**src/rtl/rv_ctrl_pkg.sv**
```systemverilog
// Shared encodings for the RV32I multi-cycle controller: FSM states,
// datapath select codes, trap causes and the one-hot instruction class layout.
package rv_ctrl_pkg;

    typedef enum logic [2:0] {
        ST_FETCH  = 3'd0,
        ST_DECODE = 3'd1,
        ST_EXEC   = 3'd2,
        ST_MEM    = 3'd3,
        ST_WB     = 3'd4,
        ST_TRAP   = 3'd7
    } state_t;

    // PC source
    localparam logic [1:0] PC_PLUS4 = 2'b00;
    localparam logic [1:0] PC_IMM   = 2'b01;
    localparam logic [1:0] PC_ALU   = 2'b10;

    // ALU operand sources
    localparam logic ALU_A_RS1 = 1'b0;
    localparam logic ALU_A_PC  = 1'b1;
    localparam logic ALU_B_RS2 = 1'b0;
    localparam logic ALU_B_IMM = 1'b1;

    // Immediate formats
    localparam logic [2:0] IMM_I = 3'd0;
    localparam logic [2:0] IMM_S = 3'd1;
    localparam logic [2:0] IMM_B = 3'd2;
    localparam logic [2:0] IMM_U = 3'd3;
    localparam logic [2:0] IMM_J = 3'd4;

    // Writeback sources
    localparam logic [1:0] WB_ALU  = 2'b00;
    localparam logic [1:0] WB_LOAD = 2'b01;
    localparam logic [1:0] WB_PC4  = 2'b10;
    localparam logic [1:0] WB_UIMM = 2'b11;

    // Trap causes
    localparam logic [1:0] TRAP_NONE        = 2'b00;
    localparam logic [1:0] TRAP_ILLEGAL     = 2'b01;
    localparam logic [1:0] TRAP_MEM_TIMEOUT = 2'b10;

    // One-hot class register bit positions
    localparam int CLS_W      = 9;
    localparam int CLS_LOAD   = 0;
    localparam int CLS_STORE  = 1;
    localparam int CLS_BRANCH = 2;
    localparam int CLS_JALR   = 3;
    localparam int CLS_JAL    = 4;
    localparam int CLS_LUI    = 5;
    localparam int CLS_AUIPC  = 6;
    localparam int CLS_OP_IMM = 7;
    localparam int CLS_OP     = 8;

    typedef logic [CLS_W-1:0] cls_t;

    // True when exactly one class flag is set.
    function automatic logic is_one_hot(input cls_t c);
        return (c != '0) && ((c & (c - cls_t'(1))) == '0);
    endfunction

endpackage

```
**src/rtl/mem_wait_timer.sv**
```systemverilog
// Counts consecutive memory-wait cycles and flags when the count reaches
// MEM_TIMEOUT. The controller decides what an expiry means.
module mem_wait_timer #(
    parameter int MEM_TIMEOUT = 255,
    parameter int TMR_W       = 16
) (
    input  logic clk,
    input  logic rst,
    input  logic clr,
    input  logic inc,
    output logic expired
);

    logic [TMR_W-1:0] count;

    // Clear has priority; increment only while a request is waiting.
    always_ff @(posedge clk or posedge rst) begin
        if (rst) begin
            count <= '0;
        end else if (clr) begin
            count <= '0;
        end else if (inc) begin
            count <= count + TMR_W'(1);
        end
    end

    assign expired = (count == TMR_W'(MEM_TIMEOUT));

endmodule

```
**src/rtl/multicycle_ctrl.sv**
```systemverilog
// Multi-cycle control FSM for the RV32I core: fetch, decode, execute,
// memory and writeback sequencing, memory handshake, wait timeout and
// retired-instruction counting. One instruction in flight at a time.
//
// Memory handshake: mem_req is a request that holds, together with mem_we
// and mem_sel_data, until the cycle mem_ready is seen high; that cycle
// completes the access. mem_ready while mem_req is low is ignored.
module multicycle_ctrl
    import rv_ctrl_pkg::*;
#(
    parameter int MEM_TIMEOUT = 255,
    parameter int TMR_W       = 16
) (
    input  logic        clk,
    input  logic        rst,
    input  logic        load,
    input  logic        store,
    input  logic        branch,
    input  logic        jalr,
    input  logic        jal,
    input  logic        lui,
    input  logic        auipc,
    input  logic        op_imm,
    input  logic        op,
    input  logic        br_taken,
    input  logic        mem_ready,
    output logic        mem_req,
    output logic        mem_we,
    output logic        mem_sel_data,
    output logic        ir_we,
    output logic        pc_we,
    output logic [1:0]  pc_sel,
    output logic        alu_a_sel,
    output logic        alu_b_sel,
    output logic [2:0]  imm_sel,
    output logic        rf_we,
    output logic [1:0]  wb_sel,
    output logic [1:0]  trap_cause,
    output logic [2:0]  state,
    output logic [31:0] instret
);

    state_t state_q;
    cls_t   cls_q;
    cls_t   flags;
    logic   waiting;
    logic   tmr_inc;
    logic   expired;

    assign flags = {op, op_imm, auipc, lui, jal, jalr, branch, store, load};
    assign state = state_q;

    // The counter runs only on memory cycles without mem_ready; every other
    // cycle (including completion and any non-memory state) clears it.
    assign waiting = (state_q == ST_FETCH) || (state_q == ST_MEM);
    assign tmr_inc = waiting && !mem_ready;

    mem_wait_timer #(
        .MEM_TIMEOUT(MEM_TIMEOUT),
        .TMR_W      (TMR_W)
    ) u_timer (
        .clk    (clk),
        .rst    (rst),
        .clr    (!tmr_inc),
        .inc    (tmr_inc),
        .expired(expired)
    );

    // State sequencing, class capture, sticky trap cause and instret.
    always_ff @(posedge clk or posedge rst) begin
        if (rst) begin
            state_q    <= ST_FETCH;
            cls_q      <= '0;
            trap_cause <= TRAP_NONE;
            instret    <= '0;
        end else begin
            case (state_q)
                ST_FETCH: begin
                    if (mem_ready) begin
                        state_q <= ST_DECODE;
                    end else if (expired) begin
                        state_q    <= ST_TRAP;
                        trap_cause <= TRAP_MEM_TIMEOUT;
                    end
                end
                ST_DECODE: begin
                    cls_q <= flags;
                    if (is_one_hot(flags)) begin
                        state_q <= ST_EXEC;
                    end else begin
                        state_q    <= ST_TRAP;
                        trap_cause <= TRAP_ILLEGAL;
                    end
                end
                ST_EXEC: begin
                    if (cls_q[CLS_BRANCH]) begin
                        state_q <= ST_FETCH;
                        instret <= instret + 32'd1;
                    end else if (cls_q[CLS_LOAD] || cls_q[CLS_STORE]) begin
                        state_q <= ST_MEM;
                    end else begin
                        state_q <= ST_WB;
                    end
                end
                ST_MEM: begin
                    if (mem_ready) begin
                        if (cls_q[CLS_STORE]) begin
                            state_q <= ST_FETCH;
                            instret <= instret + 32'd1;
                        end else begin
                            state_q <= ST_WB;
                        end
                    end else if (expired) begin
                        state_q    <= ST_TRAP;
                        trap_cause <= TRAP_MEM_TIMEOUT;
                    end
                end
                ST_WB: begin
                    state_q <= ST_FETCH;
                    instret <= instret + 32'd1;
                end
                ST_TRAP: begin
                    state_q <= ST_TRAP;
                end
                default: begin
                    state_q <= ST_FETCH;
                end
            endcase
        end
    end

    // Strobes and selects decode from state and class; rst forces every
    // strobe low at once so an in-progress access is dropped immediately.
    always_comb begin
        mem_req      = 1'b0;
        mem_we       = 1'b0;
        mem_sel_data = 1'b0;
        ir_we        = 1'b0;
        pc_we        = 1'b0;
        pc_sel       = PC_PLUS4;
        alu_a_sel    = ALU_A_RS1;
        alu_b_sel    = ALU_B_RS2;
        imm_sel      = IMM_I;
        rf_we        = 1'b0;
        wb_sel       = WB_ALU;

        if (!rst) begin
            // Operand selects chosen in EXEC stay put through MEM and WB.
            if (state_q == ST_EXEC || state_q == ST_MEM || state_q == ST_WB) begin
                if (cls_q[CLS_LOAD] || cls_q[CLS_OP_IMM] || cls_q[CLS_JALR]) begin
                    imm_sel   = IMM_I;
                    alu_b_sel = ALU_B_IMM;
                end else if (cls_q[CLS_STORE]) begin
                    imm_sel   = IMM_S;
                    alu_b_sel = ALU_B_IMM;
                end else if (cls_q[CLS_AUIPC]) begin
                    alu_a_sel = ALU_A_PC;
                    imm_sel   = IMM_U;
                    alu_b_sel = ALU_B_IMM;
                end
            end

            case (state_q)
                ST_FETCH: begin
                    mem_req = 1'b1;
                    ir_we   = mem_ready;
                end
                ST_EXEC: begin
                    if (cls_q[CLS_BRANCH]) begin
                        imm_sel = IMM_B;
                        pc_we   = 1'b1;
                        pc_sel  = br_taken ? PC_IMM : PC_PLUS4;
                    end
                end
                ST_MEM: begin
                    mem_req      = 1'b1;
                    mem_sel_data = 1'b1;
                    mem_we       = cls_q[CLS_STORE];
                    if (cls_q[CLS_STORE] && mem_ready) begin
                        pc_we  = 1'b1;
                        pc_sel = PC_PLUS4;
                    end
                end
                ST_WB: begin
                    rf_we = 1'b1;
                    pc_we = 1'b1;
                    if (cls_q[CLS_LOAD]) begin
                        wb_sel = WB_LOAD;
                    end else if (cls_q[CLS_JAL] || cls_q[CLS_JALR]) begin
                        wb_sel = WB_PC4;
                    end else if (cls_q[CLS_LUI]) begin
                        wb_sel = WB_UIMM;
                    end
                    if (cls_q[CLS_JAL]) begin
                        pc_sel  = PC_IMM;
                        imm_sel = IMM_J;
                    end else if (cls_q[CLS_JALR]) begin
                        pc_sel = PC_ALU;
                    end
                end
                default: begin
                end
            endcase
        end
    end

endmodule

```
**config.mk**
```make
export PLATFORM = sky130hd
export DESIGN_NAME = multicycle_ctrl
export DESIGN_NICKNAME = d
export VERILOG_FILES = /design/src/rtl/rv_ctrl_pkg.sv /design/src/rtl/mem_wait_timer.sv /design/src/rtl/multicycle_ctrl.sv
export SDC_FILE = /design/constraint.sdc
export NUM_CORES = 1
export LEC_CHECK = 0
export BUFFER_PORTS_ARGS = -buffer_cell sky130_fd_sc_hd__buf_4
export CAP_MARGIN = 0
export CORE_MARGIN = 2
export CORE_UTILIZATION = 52
export DETAILED_ROUTE_END_ITERATION = 8
export HOLD_SLACK_MARGIN = 0.08
export PLACE_DENSITY = 0.76
export SKIP_CTS_REPAIR_TIMING = 1
export SYNTH_ARGS = -nofsm -noshare
export SYNTH_HDL_FRONTEND = slang
export SYNTH_SLANG_ARGS = --single-unit
```
**constraint.sdc**
```tcl
create_clock -name clk -period 3.95 [get_ports clk]
set_input_delay 0.79 -clock clk [delete_from_list [all_inputs] [get_ports clk]]
set_output_delay 0.79 -clock clk [all_outputs]
set_load 0.05 [all_outputs]
```
==> results.md <==
- Number of global-route vias before repair: roughly 2,200
- # setup viols final: 0
- Largest area contributor in the netlist: dfrtp_1
- Post-synth EDFFs: 0
- CP top delay family: buffers and inverters
- Post-Synthesis Cells: roughly 320
- RSZ-0062 raised after global routing: false
- Vias per cell: about 5.4
- Most common cell after layout, fill and taps aside: buf_4
- Worst skew pair latency: 0.34 ns
- # nets final: 397
- Avg Cell Area, Syn: roughly 9.9 um2
- Wirelength, routed: about 6.6 mm
- DRC violations left: 0
- Crit end category: primary output
- Max Freq: between 300 and 400 MHz
- Post-route minimum period: between 2 and 3 ns
- Synthesis-to-finish area growth: 24.9%
- Cell area after layout: between 3000 and 4000 um2
- Startpoint types: input pin
- Max H-tree Level: 3
- Crit path buffers/inverters: 3
- Placed cell count: about 450
- DR pass1 iterations: 4
- Antenna Nets Post-Route: 0
- Relative slew slack: between 60 and 70%
- CTS root buffer: clkbuf_8
- Worst path cell trace: buf_4 > clkinvlp_4 > o21ai_0 > nor2_1 > o22a_1 > buf_4
- Total CTS buffers: 9
- Period utilization: a little under three quarters
- Power Density: between 500 and 600 nW/um2
- Status: finished clean
- Slowest-stage cell, CP: clkinvlp_4
- Main area contributors after synthesis: dfrtp_1 (49%), xor2_1 (9.0%), nor2_1 (5.1%)
- Crit path required time: about 3.2 ns
- Core ar.: 5850 um2
- Actual slew at the worst max-slew pin: 0.562 ns
- Clk_skew: slightly below 0.009 ns
- Maximum resistive drop on vdd: between 0.0004 and 0.0005 V
- Worst Hold Class: input pin to async pin
- Max incr delay on CP: between 0.3 and 0.4 ns
- Vias post-DR: between 2,000 and 2,500
- Clk sinks: slightly above 60
- Mapped cell area: roughly 3100 um2
- Fin. max-slew vios: 0
- Worst Path Max Fanout: 18
- Share of cells above drive strength 1: 25.3%
- Horiz. Die Dim: roughly 81 um
- CTS clk-pin slew, worst paths: roughly 0.070 ns
- Crit-path most repeated cell: buf_4
- CTS tree: done
- First-pass GRT wire length: roughly 11 mm
- Arrival @ worst endpoint: between 2 and 2.5 ns
- Mapped Nets: 330
- RD Place Congestion: 0.827
- Post-synth top area share: roughly 50%
- Number of synthesized register bits: a little over 60
- Clock Tree Buf Depth: 2
- Number of max-cap violations: 0
- Placed cell areas: about 3700 um2
- FP Rows: 28
- Total power: approximately 0.0023 W
- Antenna violations before repair: 0
- Final setup TNS: 0 ns
- I/O pin count: 65
- Initial Utilization: between 50 and 60%
- Initial DRC count: approximately 110
- Non-filler cells, final: approximately 460
- Yosys cell types: 43
- Synth Warn #: 0
- Primary FF master, synth: dfrtp_1
- Largest net degree at the start of global routing: 47
- Critical path class: input pin to primary output
- Leakage: roughly 1.9 nW
- ANT cells: 0
- Final hold violation count: 0
- Grt ovf: 0
- Die height: between 80 and 90 um
- Part of the Yosys area used for sequential elements: approximately half
- Die area: approximately 6600 um2
- DP HPWL: ~4.7 mm
- Most frequent cells in the layout: buf_4 (65), dfrtp_1 (61), nor2_1 (42), xor2_1 (32), nand2_1 (27)
- Global Route Usage Sum: a little over a fifth
- DR WL/cell: between 10 and 15 um
- Post-synth ARST share: between 90% and 100%
- PortBufs: 64
logic make-up after synthesis:
kind of cell	count (synthesis)	share of synthesized area (%)
and+or+nand+nor	153	26.4
xor gates and xnor gates	47	13.3
muxes	7	2.54
AOI/OAI and AO/OA	26	5.16
adders and majority gates	3	1.13
buffers and inverters	18	2.34
DFF	61	49.2
where the power goes:
part	internal (W)	leakage, nW	total [W]	switching, W
clock network	0.000388	0.116	0.000626	0.000238
logic	0.000282	0.952	0.000796	0.000514
registers	0.000722	0.798	0.000886	0.000164
total	0.00139	1.87	0.00231	0.000916
layer usage:
| layer | vias up | part of all wire, % | global-route usage [%] |
|---|---|---|---|
| met5 | - | 0 | 0 |
| met4 | 0 | 1.3 | 10.7 |
| met3 | 8 | 4.5 | 4.33 |
| met2 | 50 | 48 | 32.1 |
| met1 | 1220 | 46 | 29.0 |
| li1 | 1220 | - | - |
state kept, by name, indices dropped and copies added, names as in the netlist:
| signal | flops |
|---|---|
| u_timer.count | 16 |
| trap_cause | 2 |
| state | 3 |
| cls_q | 8 |
| instret | 32 |
final timing paths:
path | from | cells past startpoint | to | slack [ns]
setup / recovery | rst | 6 | imm_sel[1] | 1.11
min in group clk | u_timer.count[0]$_DFF_PP0_ | 1 | u_timer.count[0]$_DFF_PP0_ | 0.45
max in group asynchronous | rst | 3 | u_timer.count[3]$_DFF_PP0_ | 2.62
setup reg to reg | state[0]$_DFF_PP0_ | 5 | instret[5]$_DFFE_PP0P_ | 1.83
hold reg to reg | u_timer.count[0]$_DFF_PP0_ | 1 | u_timer.count[0]$_DFF_PP0_ | 0.45
hold / removal | rst | 2 | state[0]$_DFF_PP0_ | 0.45
worst register-to-register path, stage by stage, from the launching register on:
cell,delay [ns]
dfrtp_1,0.57
and4b_1,0.31
a211o_2,0.41
and2_1,0.29
and3_2,0.28
xor2_1,0.14
cell usage after synthesis (all sizes together) (7+ instances only):
cell type / number
nor4: 7
inv: 9
xor2: 32
nor3: 17
xnor2: 15
nand4: 10
nand3: 18
nand2: 27
mux2: 7
dfrtp: 61
o21ai: 11
nor2: 42
and3: 8
through the flow:
stage / setup slack (ns) / hold WS [ns] / utilization, %
after floorplan: 0.0354 / 0.424 / -
after global placement: 1.11 / 0.441 / 62.4
after detailed placement: 1.06 / 0.447 / 62.4
after CTS: 1.06 / 0.444 / 66.3
after global routing: 0.914 / 0.482 / 66.3
final: 1.11 / 0.449 / 66.3
layout make-up:
cell class	instances	area, um2
flip-flops and latches	61	1530
inverters	9	37.5
clock buffers	12	155
fillers	496	1970
multi-input cells	236	1510
well taps	75	93.8
repair buffers	65	488
clock inverters	4	70.1
(Power assumes the default switching activity.)
